`src/rtl/decode_stage.sv`:
```
// decode_stage: registered RV32I decode with a valid/ready handshake on both sides.
// Optional one-entry skid buffer enabled by defining DECODE_SKID_EN.
module decode_stage #(
    parameter int ILL_CNT_W = 16
) (
    input  logic                 clk,
    input  logic                 rst,
    input  logic                 in_valid,
    output logic                 in_ready,
    input  logic [31:0]          in_inst,
    input  logic [31:0]          in_pc,
    input  logic                 flush,
    output logic                 out_valid,
    input  logic                 out_ready,
    output logic [31:0]          out_pc,
    output logic [4:0]           inst_type,
    output logic [3:0]           alu_op_type,
    output logic [31:0]          sext_out,
    output logic [4:0]           rs1,
    output logic [4:0]           rs2,
    output logic [4:0]           rd,
    output logic                 rd_we,
    output logic                 mem_rd,
    output logic                 mem_wr,
    output logic                 branch,
    output logic                 jump,
    output logic                 illegal,
    output logic [ILL_CNT_W-1:0] ill_cnt
);

    localparam logic [4:0] INST_NONE = 5'd0;
    localparam logic [4:0] INST_R    = 5'd1;
    localparam logic [4:0] INST_I    = 5'd2;
    localparam logic [4:0] INST_S    = 5'd3;
    localparam logic [4:0] INST_B    = 5'd4;
    localparam logic [4:0] INST_U    = 5'd5;
    localparam logic [4:0] INST_J    = 5'd6;

    localparam logic [3:0] ALU_ADD = 4'd0;
    localparam logic [3:0] ALU_SUB = 4'd1;
    localparam logic [3:0] ALU_AND = 4'd2;
    localparam logic [3:0] ALU_OR  = 4'd3;
    localparam logic [3:0] ALU_XOR = 4'd4;
    localparam logic [3:0] ALU_SLL = 4'd5;
    localparam logic [3:0] ALU_SRL = 4'd6;
    localparam logic [3:0] ALU_SRA = 4'd7;
    localparam logic [3:0] ALU_LT  = 4'd8;
    localparam logic [3:0] ALU_EQ  = 4'd9;
    localparam logic [3:0] ALU_NE  = 4'd10;
    localparam logic [3:0] ALU_GE  = 4'd11;

    localparam logic [6:0] OPC_OP    = 7'b0110011;
    localparam logic [6:0] OPC_IMM   = 7'b0010011;
    localparam logic [6:0] OPC_LOAD  = 7'b0000011;
    localparam logic [6:0] OPC_STORE = 7'b0100011;
    localparam logic [6:0] OPC_BR    = 7'b1100011;
    localparam logic [6:0] OPC_LUI   = 7'b0110111;
    localparam logic [6:0] OPC_JAL   = 7'b1101111;
    localparam logic [6:0] OPC_JALR  = 7'b1100111;

    typedef struct packed {
        logic [31:0] pc;
        logic [4:0]  itype;
        logic [3:0]  alu;
        logic [31:0] imm;
        logic [4:0]  rs1;
        logic [4:0]  rs2;
        logic [4:0]  rd;
        logic        rd_we;
        logic        mem_rd;
        logic        mem_wr;
        logic        branch;
        logic        jump;
        logic        illegal;
    } bundle_t;

    logic [6:0]  w_opc;
    logic [2:0]  w_f3;
    logic        w_f7z;
    logic        w_f7a;
    logic [31:0] w_imm_i;
    logic [31:0] w_imm_s;
    logic [31:0] w_imm_b;
    logic [31:0] w_imm_u;
    logic [31:0] w_imm_j;
    logic [31:0] w_shamt;

    assign w_opc   = in_inst[6:0];
    assign w_f3    = in_inst[14:12];
    assign w_f7z   = (in_inst[31:25] == 7'h00);
    assign w_f7a   = (in_inst[31:25] == 7'h20);
    assign w_imm_i = {{20{in_inst[31]}}, in_inst[31:20]};
    assign w_imm_s = {{20{in_inst[31]}}, in_inst[31:25], in_inst[11:7]};
    assign w_imm_b = {{19{in_inst[31]}}, in_inst[31], in_inst[7],
                      in_inst[30:25], in_inst[11:8], 1'b0};
    assign w_imm_u = {{12{in_inst[31]}}, in_inst[31:12]};
    assign w_imm_j = {{11{in_inst[31]}}, in_inst[31], in_inst[19:12],
                      in_inst[20], in_inst[30:21], 1'b0};
    assign w_shamt = {27'd0, in_inst[24:20]};

    logic        w_ok;
    logic        w_we;
    logic        w_mrd;
    logic        w_mwr;
    logic        w_br;
    logic        w_jmp;
    logic [3:0]  w_alu;
    logic [4:0]  w_type;
    logic [31:0] w_imm;
    bundle_t     w_dec;

    always_comb begin
        w_ok   = 1'b0;
        w_we   = 1'b0;
        w_mrd  = 1'b0;
        w_mwr  = 1'b0;
        w_br   = 1'b0;
        w_jmp  = 1'b0;
        w_alu  = ALU_ADD;
        w_type = INST_NONE;
        w_imm  = '0;
        case (w_opc)
            OPC_OP: begin
                w_type = INST_R;
                w_we   = 1'b1;
                case (w_f3)
                    3'b000: begin w_ok = w_f7z | w_f7a; w_alu = w_f7a ? ALU_SUB : ALU_ADD; end
                    3'b001: begin w_ok = w_f7z; w_alu = ALU_SLL; end
                    3'b010: begin w_ok = w_f7z; w_alu = ALU_LT;  end
                    3'b100: begin w_ok = w_f7z; w_alu = ALU_XOR; end
                    3'b101: begin w_ok = w_f7z | w_f7a; w_alu = w_f7a ? ALU_SRA : ALU_SRL; end
                    3'b110: begin w_ok = w_f7z; w_alu = ALU_OR;  end
                    3'b111: begin w_ok = w_f7z; w_alu = ALU_AND; end
                    default: ;
                endcase
            end
            OPC_IMM: begin
                w_type = INST_I;
                w_we   = 1'b1;
                w_imm  = w_imm_i;
                case (w_f3)
                    3'b000: begin w_ok = 1'b1; w_alu = ALU_ADD; end
                    3'b010: begin w_ok = 1'b1; w_alu = ALU_LT;  end
                    3'b100: begin w_ok = 1'b1; w_alu = ALU_XOR; end
                    3'b110: begin w_ok = 1'b1; w_alu = ALU_OR;  end
                    3'b111: begin w_ok = 1'b1; w_alu = ALU_AND; end
                    // shifts carry only the shamt so the ALU ignores funct7
                    3'b001: begin w_ok = w_f7z; w_alu = ALU_SLL; w_imm = w_shamt; end
                    3'b101: begin
                        w_ok  = w_f7z | w_f7a;
                        w_alu = w_f7a ? ALU_SRA : ALU_SRL;
                        w_imm = w_shamt;
                    end
                    default: ;
                endcase
            end
            OPC_LOAD: begin
                w_type = INST_I;
                w_imm  = w_imm_i;
                w_ok   = (w_f3 == 3'b010);
                w_mrd  = 1'b1;
                w_we   = 1'b1;
            end
            OPC_STORE: begin
                w_type = INST_S;
                w_imm  = w_imm_s;
                w_ok   = (w_f3 == 3'b010);
                w_mwr  = 1'b1;
            end
            OPC_BR: begin
                w_type = INST_B;
                w_imm  = w_imm_b;
                w_br   = 1'b1;
                case (w_f3)
                    3'b000: begin w_ok = 1'b1; w_alu = ALU_EQ; end
                    3'b001: begin w_ok = 1'b1; w_alu = ALU_NE; end
                    3'b100: begin w_ok = 1'b1; w_alu = ALU_LT; end
                    3'b101: begin w_ok = 1'b1; w_alu = ALU_GE; end
                    default: ;
                endcase
            end
            OPC_LUI: begin
                w_type = INST_U;
                w_imm  = w_imm_u;
                w_alu  = ALU_SLL;
                w_ok   = 1'b1;
                w_we   = 1'b1;
            end
            OPC_JAL: begin
                w_type = INST_J;
                w_imm  = w_imm_j;
                w_ok   = 1'b1;
                w_jmp  = 1'b1;
                w_we   = 1'b1;
            end
            OPC_JALR: begin
                w_type = INST_I;
                w_imm  = w_imm_i;
                w_ok   = (w_f3 == 3'b000);
                w_jmp  = 1'b1;
                w_we   = 1'b1;
            end
            default: ;
        endcase

        w_dec         = '0;
        w_dec.pc      = in_pc;
        w_dec.itype   = w_type;
        w_dec.imm     = w_imm;
        w_dec.rs1     = in_inst[19:15];
        w_dec.rs2     = in_inst[24:20];
        w_dec.rd      = in_inst[11:7];
        w_dec.illegal = ~w_ok;
        w_dec.alu     = w_ok ? w_alu : ALU_ADD;
        w_dec.rd_we   = w_ok & w_we & (in_inst[11:7] != 5'd0);
        w_dec.mem_rd  = w_ok & w_mrd;
        w_dec.mem_wr  = w_ok & w_mwr;
        w_dec.branch  = w_ok & w_br;
        w_dec.jump    = w_ok & w_jmp;
    end

    bundle_t              r_out;
    logic                 r_out_v;
    logic [ILL_CNT_W-1:0] r_cnt;
    logic                 w_fire;
    logic                 w_acc;
    logic                 w_rdy;

    assign w_fire   = r_out_v & out_ready;
    assign in_ready = w_rdy & ~flush;
    assign w_acc    = in_valid & in_ready;

`ifdef DECODE_SKID_EN
    bundle_t r_skid;
    logic    r_skid_v;

    assign w_rdy = ~r_skid_v;

    always_ff @(posedge clk or posedge rst) begin
        if (rst) begin
            r_out    <= '0;
            r_out_v  <= 1'b0;
            r_skid   <= '0;
            r_skid_v <= 1'b0;
            r_cnt    <= '0;
        end else if (flush) begin
            r_out_v  <= 1'b0;
            r_skid_v <= 1'b0;
        end else begin
            if (w_fire && r_out.illegal && (r_cnt != '1))
                r_cnt <= r_cnt + 1'b1;
            if (r_skid_v) begin
                if (w_fire || !r_out_v) begin
                    r_out    <= r_skid;
                    r_out_v  <= 1'b1;
                    r_skid_v <= 1'b0;
                end
            end else if (w_acc) begin
                if (w_fire || !r_out_v) begin
                    r_out   <= w_dec;
                    r_out_v <= 1'b1;
                end else begin
                    r_skid   <= w_dec;
                    r_skid_v <= 1'b1;
                end
            end else if (w_fire) begin
                r_out_v <= 1'b0;
            end
        end
    end
`else
    assign w_rdy = ~r_out_v | out_ready;

    always_ff @(posedge clk or posedge rst) begin
        if (rst) begin
            r_out   <= '0;
            r_out_v <= 1'b0;
            r_cnt   <= '0;
        end else if (flush) begin
            r_out_v <= 1'b0;
        end else begin
            if (w_fire && r_out.illegal && (r_cnt != '1))
                r_cnt <= r_cnt + 1'b1;
            if (w_acc) begin
                r_out   <= w_dec;
                r_out_v <= 1'b1;
            end else if (w_fire) begin
                r_out_v <= 1'b0;
            end
        end
    end
`endif

    assign out_valid   = r_out_v;
    assign out_pc      = r_out.pc;
    assign inst_type   = r_out.itype;
    assign alu_op_type = r_out.alu;
    assign sext_out    = r_out.imm;
    assign rs1         = r_out.rs1;
    assign rs2         = r_out.rs2;
    assign rd          = r_out.rd;
    assign rd_we       = r_out.rd_we;
    assign mem_rd      = r_out.mem_rd;
    assign mem_wr      = r_out.mem_wr;
    assign branch      = r_out.branch;
    assign jump        = r_out.jump;
    assign illegal     = r_out.illegal;
    assign ill_cnt     = r_cnt;

endmodule

```
`config.mk`:
```
export PLATFORM = sky130hd
export DESIGN_NAME = decode_stage
export DESIGN_NICKNAME = d
export VERILOG_FILES = /design/src/rtl/decode_stage.sv
export SDC_FILE = /design/constraint.sdc
export NUM_CORES = 1
export LEC_CHECK = 0
export BUFFER_PORTS_ARGS = -buffer_cell sky130_fd_sc_hd__buf_2
export CORE_ASPECT_RATIO = 0.6
export CORE_MARGIN = 1.5
export CORE_UTILIZATION = 49
export DETAILED_ROUTE_END_ITERATION = 8
export PLACE_DENSITY = 0.8
export SYNTH_ARGS = -nofsm -noshare
export SYNTH_HDL_FRONTEND = slang
export SYNTH_SLANG_ARGS = --single-unit
```
`constraint.sdc`:
```
create_clock -name clk -period 4.19 [get_ports clk]
set_clock_uncertainty 0.15 [all_clocks]
set_input_delay 0.419 -clock clk [delete_from_list [all_inputs] [get_ports clk]]
set_output_delay 0.419 -clock clk [all_outputs]
set_load 0.05 [all_outputs]
```
==> metrics.md, run 1 <==
| Metric | Value |
|---|---|
| Slew Limit Fails | `0` |
| CTS tree | `yes` |
| Setup violators final | `0` |
| Post-route ant nets | `0` |
| Most common cell after layout, fill and taps aside | `nand2_1` |
| Routed wire length | `13.3 mm` |
| Critical path required time | `4270 ps` |
| Iteration count of the initial detailed-routing pass | `7` |
| Crit path kind | `flop to flop` |
| DRT iter0 DRCs | `392` |
| Placer Congestion | `0.955` |
| Drt wl/cell | `16.9 um` |
| Routed vias | `4264` |
| Worst path max stage delay | `680 ps` |
| Bufs and invs on worst path | `1` |
| Worst Tran Pin Value | `1180 ps` |
| Port Buffers | `178` |
| Area contributors post-synth | `dfrtp_1 (53%), nand2_1 (15%), buf_4 (2.4%)` |
| Worst path arrival time | `2480 ps` |
| Die Ht | `78.4 um` |
| Avg Inst Size Synth | `9.23 um^2` |
| I/O pins | `181` |
| Post_cts resized | `0` |
| CTS sink cnt | `98` |
| Pwr dens | `446 nW/um^2` |
| Die area | `10100 um^2` |
| Post-synth EDFFs | `0` |
| Root buf cell | `clkbuf_16` |
| Yosys reg bits | `98` |
| Core Area | `9190 um^2` |
| Total grt overflow | `0` |
| Die Span X | `129 um` |
| LEAKAGE | `3.15 nW` |
| Largest net degree at the start of global routing | `74` |
| Worst-skew pair later-pin latency | `340 ps` |
| Status | `complete, no violations` |
| Area Overhead vs Synth | `25.5%` |
| Layout cells sized above 1 | `32.6%` |
| Setup Fix Bufs, Post-CTS | `0` |
| # rows | `27` |
| Worst-path maximum fanout | `62` |
| Setup TNS Final | `0 ps` |
| CP most frequent cell | `nand2_1` |
| Worst hold margin | `111 ps` |
| Clk buf depth | `2` |
| Tmin final | `2400 ps` |
| Fin nets | `725` |
| Delay-heaviest family, CP | `simple AND/OR/NAND/NOR gates` |
| RSZ-0062 raised after global routing | `no` |
| Seq/Total Area, Yosys | `52.8%` |
| Final Hold Viols | `0` |
| Yosys warns | `0` |
| Post-CTS Hold Fix Bufs | `0` |
| Worst vdd ir | `0.249 mV` |
| Commonest cells after routing, fill and taps aside | `nand2_1 (185), buf_2 (178), dfrtp_1 (98)` |
| CP startpoint kind | `flop` |
| Netlist cell types | `59` |
| Remaining DRCs | `0` |
| Slew margin rel. | `20.8%` |
| Share of the synthesized area in the top cell type | `52.8%` |
| Vias in the first global route | `4098` |
| Reg clk slew, reported paths | `60 ps` |
| Routed vias/inst | `5.40` |
| Gate Count Post-Synth | `503` |
| Crit-path cells | `nor2b_1, nor2_1, nand2_2, buf_4, nand2_1, nand2_1` |
| Fmax | `417 MHz` |
| TritonCTS Buffers | `9` |
| Starting density of the core | `50.5%` |
| Initial antenna violation count | `0` |
| Diode count | `0` |
| Total track usage | `27.6%` |
| Max Cap Violations | `0` |
| CP max stage cell | `nand2_2` |
| H-tree depth | `3` |
| Global-route wire length before repair | `21.4 mm` |
| Setup crit end kind | `flop` |
| DP Wirelength | `9.56 mm` |
| FFs w/ async S/R, synth | `100%` |
| Final period util | `57.3%` |
| Worst min path class | `primary input to flop` |
| Leading area contributor after synthesis | `dfrtp_1` |
| Predominant post-synthesis flop cell | `dfrtp_1` |
| Overall Power | `2.60 mW` |
| Synthesized area | `4640 um^2` |
==> final cells by class <==
type / instances / area [um^2]
multi-input cells: 358 / 1950
well taps: 130 / 163
clock inverters: 4 / 76.3
repair buffers: 182 / 921
inverters: 6 / 25.0
flip-flops and latches: 98 / 2450
clock buffers: 11 / 243
fillers: 802 / 3360
==> cell usage after synthesis, drive strengths merged, types with 7 or more instances <==
library cell and instances:
nor2 23, buf 27, xnor2 7, xor2 8
dfrtp 98, clkbuf 15, a22o 7, a221o 7
nand4 7, a21oi 9, nor3 7, o21ai 22
nand2 186
==> metrics by stage <==
stage | instance area [um^2] | cells | util (%) | worst slack (ps)
after global placement | 5510 | 774 | 60.0 | 1720
after CTS | 5830 | 789 | 63.4 | 1800
after global routing | 5830 | 789 | 63.4 | 1590
after detailed placement | 5510 | 774 | 60.0 | 1660
after floorplan | 4650 | 504 | - | 1060
final | 5830 | 789 | 63.4 | 1790
==> worst register-to-register path, stage by stage (launching register included) <==
cell and delay [ps]:
dfrtp_1 390, nor2b_1 150, nor2_1 190, nand2_2 680
buf_4 540, nand2_1 120, nand2_1 60
==> layer usage <==
metal | global-route usage (%) | wire [um] | up-vias
met1 | 40.5 | 6060 | 2007
li1 | - | - | 1996
met2 | 39.7 | 5660 | 237
met4 | 7.64 | 199 | 0
met3 | 8.38 | 1380 | 24
met5 | 0 | 0 | -
==> registers in the layout, summed over array words and instances, names as in the netlist, 3 cells and up <==
register and count:
inst_type 3, alu_op_type 4, rs1 5, out_pc 32, rd 5, ill_cnt 16, rs2 5, sext_out 21
==> worst paths after layout <==
| check | startpoint | endpoint | slack (ps) | cells after the start |
|---|---|---|---|---|
| worst max-delay path | out_valid | out_pc[4] | 1790 | 6 |
| worst min-delay path | flush | out_valid | 110 | 2 |
| worst max register to register | out_valid | out_pc[4] | 1790 | 6 |
| worst min register to register | rs2[4] | rs2[4] | 320 | 2 |
| max in group asynchronous | rst | out_pc[9] | 2880 | 3 |
| min in group asynchronous | rst | out_pc[10] | 120 | 2 |
==> power by group <==
group / switching, mW / total (mW) / internal [mW]
clock network: 0.343 / 0.880 / 0.537
logic: 0.489 / 0.629 / 0.140
registers: 0.0577 / 1.09 / 1.03
==> kinds of logic (layout without fill, tap and decap cells) <==
family	after synthesis	after routing	synth area share, %
buffers and inverters	48	203	5.41
AND/OR/NAND/NOR	257	257	24.5
adder cells (fa/ha/maj)	1	1	0.269
flip-flops	98	98	52.8
multiplexers	3	3	0.727
AO/OA/AOI/OAI	80	80	13.3
XOR/XNOR	15	15	2.83
other	1	2	0.0807
(Power assumes the default switching activity.)
==> run 2, diff against run 1 <==
--- a/config.mk
+++ b/config.mk
@@ -8,9 +8,9 @@
 export BUFFER_PORTS_ARGS = -buffer_cell sky130_fd_sc_hd__buf_2
 export CORE_ASPECT_RATIO = 0.6
 export CORE_MARGIN = 1.5
-export CORE_UTILIZATION = 49
+export CORE_UTILIZATION = 44
 export DETAILED_ROUTE_END_ITERATION = 8
-export PLACE_DENSITY = 0.8
+export PLACE_DENSITY = 0.76
 export SYNTH_ARGS = -nofsm -noshare
 export SYNTH_HDL_FRONTEND = slang
 export SYNTH_SLANG_ARGS = --single-unit
==> constraint.sdc (replaced) <==
create_clock -name clk -period 2.2 [get_ports clk]
set_clock_uncertainty 0.15 [all_clocks]
set_input_delay 0.22 -clock clk [delete_from_list [all_inputs] [get_ports clk]]
set_output_delay 0.22 -clock clk [all_outputs]
set_load 0.05 [all_outputs]
==> metrics.md, run 2 (synthesis gave the netlist of run 1 again) <==
| Metric | Value |
|---|---|
| H-tree depth | `3 (unchanged)` |
| I/O pins | `181 (unchanged)` |
| Worst-path maximum fanout | `6 (was 62)` |
| Crit. Startpoint | `ill_cnt[4] (was out_valid)` |
| Slew Limit Fails | `0 (unchanged)` |
| Bufs and invs on worst path | `0 (was 1)` |
| Worst path max stage delay | `440 ps (was 680 ps)` |
| Critical path required time | `2270 ps (was 4270 ps)` |
| Crit-path cells | `nand4_1, nor4_2, nor2_1, and3_2, and4_1, xor2_1 (was nor2b_1, nor2_1, nand2_2, buf_4, nand2_1, nand2_1)` |
| Clk pwr share | `31.6% (was 33.9%)` |
| Commonest cells after routing, fill and taps aside | `nand2_1 (185), buf_2 (178), dfrtp_1 (94) (was nand2_1 (185), buf_2 (178), dfrtp_1 (98))` |
| Final period util | `95.7% (was 57.3%)` |
| Die Ht | `82.6 um (was 78.4 um)` |
| Drt wl/cell | `17.2 um (was 16.9 um)` |
| Comb power frac | `26.7% (was 24.2%)` |
| Cells on Worst Hold Path | `3 (was 2)` |
| Worst min path class | `primary input to flop (unchanged)` |
| Fmax | `475 MHz (was 417 MHz)` |
| Delay-heaviest family, CP | `simple AND/OR/NAND/NOR gates (unchanged)` |
| # rows | `28 (was 27)` |
| Iteration count of the initial detailed-routing pass | `5 (was 7)` |
| Pwr dens | `751 nW/um^2 (was 446 nW/um^2)` |
| DRT iter0 DRCs | `352 (was 392)` |
| Die area | `11200 um^2 (was 10100 um^2)` |
| CP max stage cell | `dfrtp_1 (was nand2_2)` |
| Routed vias | `4685 (was 4264)` |
| Total track usage | `27.3% (was 27.6%)` |
| Routed vias/inst | `5.31 (was 5.40)` |
| Worst vdd ir | `0.522 mV (was 0.249 mV)` |
| CP startpoint kind | `flop (unchanged)` |
| Port Buffers | `178 (unchanged)` |
| FILL cells | `793 (was 802)` |
| Root buf cell | `clkbuf_16 (unchanged)` |
| Reg2reg end | `ill_cnt[6] (was out_pc[4])` |
| Post-route ant nets | `0 (unchanged)` |
| Tmin final | `2110 ps (was 2400 ps)` |
| Remaining DRCs | `0 (unchanged)` |
| Slew margin rel. | `13.8% (was 20.8%)` |
| Vias in the first global route | `4398 (was 4098)` |
| Core Area | `10100 um^2 (was 9190 um^2)` |
| Flop pwr share | `41.7% (was 41.9%)` |
| LEAKAGE | `3.55 nW (was 3.15 nW)` |
| Design area | `6650 um^2 (was 5830 um^2)` |
| Final Hold Viols | `0 (unchanged)` |
| Largest net degree at the start of global routing | `40 (was 74)` |
| Total grt overflow | `0 (unchanged)` |
| Worst path arrival time | `2180 ps (was 2480 ps)` |
| Status | `complete, no violations (unchanged)` |
| Global-route wire length before repair | `23.0 mm (was 21.4 mm)` |
| Max reg flops | `32 (unchanged)` |
| Setup crit end kind | `flop (unchanged)` |
| CTS sink cnt | `98 (unchanged)` |
| Sw Share | `35.0% (was 34.2%)` |
| Reg clk slew, reported paths | `60 ps (about the same)` |
| Area Overhead vs Synth | `43.2% (was 25.5%)` |
| Fin nets | `812 (was 725)` |
| Worst-skew pair later-pin latency | `340 ps (about the same)` |
| Routed wire length | `15.1 mm (was 13.3 mm)` |
| Overall Power | `5.00 mW (was 2.60 mW)` |
| Crit path kind | `flop to flop (unchanged)` |
| CTS tree | `yes (unchanged)` |
| Worst Tran Pin Value | `1280 ps (was 1180 ps)` |
| Clk buf depth | `2 (unchanged)` |
| R2R Path Start | `ill_cnt[4] (was out_valid)` |
| Net Sw Power | `1.75 mW (was 0.890 mW)` |
| Most common cell after layout, fill and taps aside | `nand2_1 (unchanged)` |
| Layout cells sized above 1 | `35.5% (was 32.6%)` |
| Reg2Reg Depth | `6 (unchanged)` |
| R2R Setup Slk | `90 ps (was 1790 ps)` |
| Max Cap Violations | `0 (unchanged)` |
| Setup violators final | `0 (unchanged)` |
| Placed Area | `5880 um^2 (was 5510 um^2)` |
| Initial antenna violation count | `0 (unchanged)` |
| DP Wirelength | `11.0 mm (was 9.56 mm)` |
| Hold path start | `in_inst[24] (was flush)` |
| Diode count | `0 (unchanged)` |
| Die Span X | `136 um (was 129 um)` |
| Placer Congestion | `0.991 (was 0.955)` |
| Starting density of the core | `46.2% (was 50.5%)` |
| Internal power component | `3.25 mW (was 1.71 mW)` |
| TritonCTS Buffers | `9 (unchanged)` |
| Hold Path End | `rs2[4] (was out_valid)` |
run 2: power by group through the flow:
stage	Sequential (mW)	Clock, mW	Combinational [mW]
after floorplan	2.67	0	0.288
after global placement	2.10	0	1.25
after detailed placement	2.11	0	1.27
after CTS	2.08	1.62	1.33
after global routing	2.10	1.68	1.42
final	2.08	1.58	1.34
run 2: worst max-delay path by stage:
| stage | end | slack (ps) | cells past startpoint |
|---|---|---|---|
| after floorplan | sext_out[12] | 10 | 8 |
| after global placement | sext_out[3] | -90 | 5 |
| after detailed placement | sext_out[6] | -140 | 5 |
| after CTS | ill_cnt[11] | 8 | 7 |
| after global routing | ill_cnt[6] | -70 | 7 |
| final | ill_cnt[6] | 90 | 6 |
run 2: tightest hold or removal path, stage by stage:
cell	delay, ps
buf_2	150
nand2_1	60
nand2_1	40
run 2: per-stage QoR:
stage,setup WS [ps],hold WS [ps],std cells,utilization (%),setup TNS (ps)
floorplan,14.1,133,504,-,0
finish,94.7,23.9,882,66.2,0
detailed placement,-136,70.1,819,58.5,-1260
global route,-72.7,9.04,882,66.2,-141
global placement,-89.7,65.3,819,58.5,-1060
CTS,8.42,0.565,880,65.9,0
run 2: layout make-up:
type	instances	area (um^2)	area share, %
Tap cell	135	169	2.54
Multi-Input combinational cell	358	1970	29.5
Inverter	6	26.3	0.395
Sequential cell	98	2460	36.9
Timing Repair Buffer	269	1740	26.1
Clock buffer	12	246	3.71
Clock inverter	4	51.3	0.771
run 2: what timing repair did:
item,CTS,global route
endpoints found under the hold margin,59,0
resized for setup,0,3
endpoints found under the setup margin,0,10
hold buffers,45,0
setup buffers,0,2
run 2: per-layer routing:
metal | track usage (%) | wire length [um]
met1 | 37.6 | 6760
met2 | 41.6 | 6430
met3 | 8.36 | 1760
met4 | 8.06 | 201
met5 | 0 | 0
==> run 3, diff against run 2 <==
--- a/config.mk
+++ b/config.mk
@@ -6,11 +6,11 @@
 export NUM_CORES = 1
 export LEC_CHECK = 0
 export BUFFER_PORTS_ARGS = -buffer_cell sky130_fd_sc_hd__buf_2
-export CORE_ASPECT_RATIO = 0.6
 export CORE_MARGIN = 1.5
 export CORE_UTILIZATION = 44
 export DETAILED_ROUTE_END_ITERATION = 8
 export PLACE_DENSITY = 0.76
+export SKIP_LAST_GASP = 1
 export SYNTH_ARGS = -nofsm -noshare
 export SYNTH_HDL_FRONTEND = slang
 export SYNTH_SLANG_ARGS = --single-unit
==> metrics.md, run 3 (synthesis gave the netlist of run 1 again) <==
| Metric | Value |
|---|---|
| Status | `complete, no violations (unchanged)` |
| R2R Path Start | `ill_cnt[0] (was ill_cnt[4])` |
| Die area | `11200 um^2 (about the same)` |
| Area Overhead vs Synth | `37.3% (was 43.2%)` |
| Met2 Resource Use GR | `42.0% (was 41.6%)` |
| Clk buf depth | `2 (unchanged)` |
| Worst path arrival time | `2180 ps (about the same)` |
| Routed wire length | `13.8 mm (was 15.1 mm)` |
| Routed vias/inst | `5.22 (was 5.31)` |
| CTS tree | `yes (unchanged)` |
| TritonCTS Buffers | `9 (unchanged)` |
| Remaining DRCs | `0 (unchanged)` |
| Worst-skew pair later-pin latency | `370 ps (was 340 ps)` |
| Most common cell after layout, fill and taps aside | `nand2_1 (unchanged)` |
| Worst vdd ir | `0.346 mV (was 0.522 mV)` |
| Comb power frac | `29.2% (was 26.7%)` |
| Core Area | `10300 um^2 (was 10100 um^2)` |
| Pwr dens | `696 nW/um^2 (was 751 nW/um^2)` |
| Area taken by multi-input logic gates | `1960 um^2 (was 1970 um^2)` |
| Port Buffers | `178 (unchanged)` |
| Global Route met3 Usage | `6.49% (was 8.36%)` |
| Setup crit end kind | `flop (unchanged)` |
| Flop pwr share | `46.6% (was 41.7%)` |
| Hold Path End | `sext_out[7] (was rs2[4])` |
| Routed vias | `4506 (was 4685)` |
| Pre-CTS setup slack | `53.5 ps (was -136 ps)` |
| Tmin final | `2030 ps (was 2110 ps)` |
| DP Wirelength | `9.76 mm (was 11.0 mm)` |
| Total track usage | `25.2% (was 27.3%)` |
| Busiest grt layer | `met2 (unchanged)` |
| DRT iter0 DRCs | `436 (was 352)` |
| FF/Latch Area | `2460 um^2 (about the same)` |
| Max reg flops | `32 (unchanged)` |
| Total grt overflow | `0 (unchanged)` |
| Commonest cells after routing, fill and taps aside | `nand2_1 (185), buf_2 (178), dfrtp_1 (95) (was nand2_1 (185), buf_2 (178), dfrtp_1 (94))` |
| LEAKAGE | `3.40 nW (was 3.55 nW)` |
| Die Span X | `106 um (was 136 um)` |
| Met1 usage | `31.5% (was 37.6%)` |
| Placer Congestion | `0.933 (was 0.991)` |
| Critical path required time | `2350 ps (was 2270 ps)` |
| Crit. Startpoint | `ill_cnt[0] (was ill_cnt[4])` |
| Global-route wire length before repair | `22.0 mm (was 23.0 mm)` |
| Final Hold Viols | `0 (unchanged)` |
| Reg2reg end | `ill_cnt[6] (unchanged)` |
| Die Ht | `106 um (was 82.6 um)` |
| Net Sw Power | `1.67 mW (was 1.75 mW)` |
| Setup ws final | `166 ps (was 94.7 ps)` |
| Root buf cell | `clkbuf_8 (was clkbuf_16)` |
| Sw Share | `37.5% (was 35.0%)` |
| # rows | `37 (was 28)` |
| Worst min path class | `primary input to flop (unchanged)` |
| Drt wl/cell | `15.9 um (was 17.2 um)` |
| Cells on Worst Hold Path | `3 (unchanged)` |
| FILL cells | `904 (was 793)` |
| Worst-path maximum fanout | `6 (unchanged)` |
| Clk pwr share | `24.2% (was 31.6%)` |
| RSZ-0062 raised after global routing | `no` |
| Vias in the first global route | `4349 (was 4398)` |
| Internal power component | `2.77 mW (was 3.25 mW)` |
| Max Cap Violations | `0 (unchanged)` |
| Iteration count of the initial detailed-routing pass | `7 (was 5)` |
| Worst Tran Pin Value | `631 ps (was 1280 ps)` |
| Placed Area | `5680 um^2 (was 5880 um^2)` |
| Design area | `6380 um^2 (was 6650 um^2)` |
| Reg clk slew, reported paths | `90 ps (was 60 ps)` |
| R2R Setup Slk | `170 ps (was 90 ps)` |
| Slew Limit Fails | `0 (unchanged)` |
| Hold path start | `in_inst[27] (was in_inst[24])` |
| Setup violators final | `0 (unchanged)` |
| Starting density of the core | `45.2% (was 46.2%)` |
| Fmax | `492 MHz (was 475 MHz)` |
| Fin nets | `794 (was 812)` |
| Post-route ant nets | `0 (unchanged)` |
| Setup TNS Final | `0 ps (unchanged)` |
| Largest net degree at the start of global routing | `99 (was 40)` |
| Initial antenna violation count | `0 (unchanged)` |
| Reg2Reg Depth | `7 (was 6)` |
| Layout cells sized above 1 | `33.0% (was 35.5%)` |
| Diode count | `0 (unchanged)` |
| Slew margin rel. | `57.8% (was 13.8%)` |
| CP startpoint kind | `flop (unchanged)` |
| Crit path kind | `flop to flop (unchanged)` |
| H-tree depth | `3 (unchanged)` |
| CTS sink cnt | `98 (unchanged)` |
| I/O pins | `181 (unchanged)` |
| Final period util | `92.5% (was 95.7%)` |
run 3: per-stage QoR:
step | power (mW) | hold slack (ps) | instances | util [%]
global placement | 3.30 | 255 | 797 | 55.3
global route | 4.66 | 21.3 | 864 | 62.1
detailed placement | 3.33 | 265 | 797 | 55.3
CTS | 4.46 | 26.7 | 862 | 61.9
finish | 4.44 | 24.6 | 864 | 62.1
floorplan | 2.96 | 133 | 504 | -
run 3: layout make-up:
class,count,share of cell area [%]
sequential,98,38.5
multi-input combinational,358,30.7
clock buffer,11,2.37
tap,136,2.67
timing repair buffer,251,24.9
inverter,6,0.412
clock inverter,4,0.412
run 3: power groups by stage:
stage          Sequential, mW  Clock (mW)  Combinational (mW)
2_1_floorplan            2.67           0               0.288
3_3_place_gp             2.10           0                1.20
3_5_place_dp             2.10           0                1.23
4_1_cts                  2.07        1.10                1.30
5_1_grt                  2.09        1.18                1.38
6_report                 2.07        1.07                1.29
run 3: worst max path at each step:
stage,end,cells past startpoint
6_report,ill_cnt[6],7
5_1_grt,ill_cnt[6],7
4_1_cts,ill_cnt[11],7
3_5_place_dp,alu_op_type[1],6
3_3_place_gp,illegal,7
2_1_floorplan,sext_out[12],8
run 3: layer usage:
layer	part of all wire [%]	wire length, um
met5	0	0
met4	2.5	343
met3	7.6	1040
met2	49	6690
met1	41	5690
run 3: timing repair:
item	CTS	global route
endpoints found under the hold margin	146	0
buffers inserted	0	2
endpoints found under the setup margin	0	4
resized for setup	0	0
hold buffers	50	0
run 3: critical path, cell delays in order, from the launching register on:
cell and delay [ps]:
dfrtp_2 440, ha_1 220, nand3_1 90, nor4_1 50, nor2_1 280, and3_1 340
and4_1 240, xor2_1 160
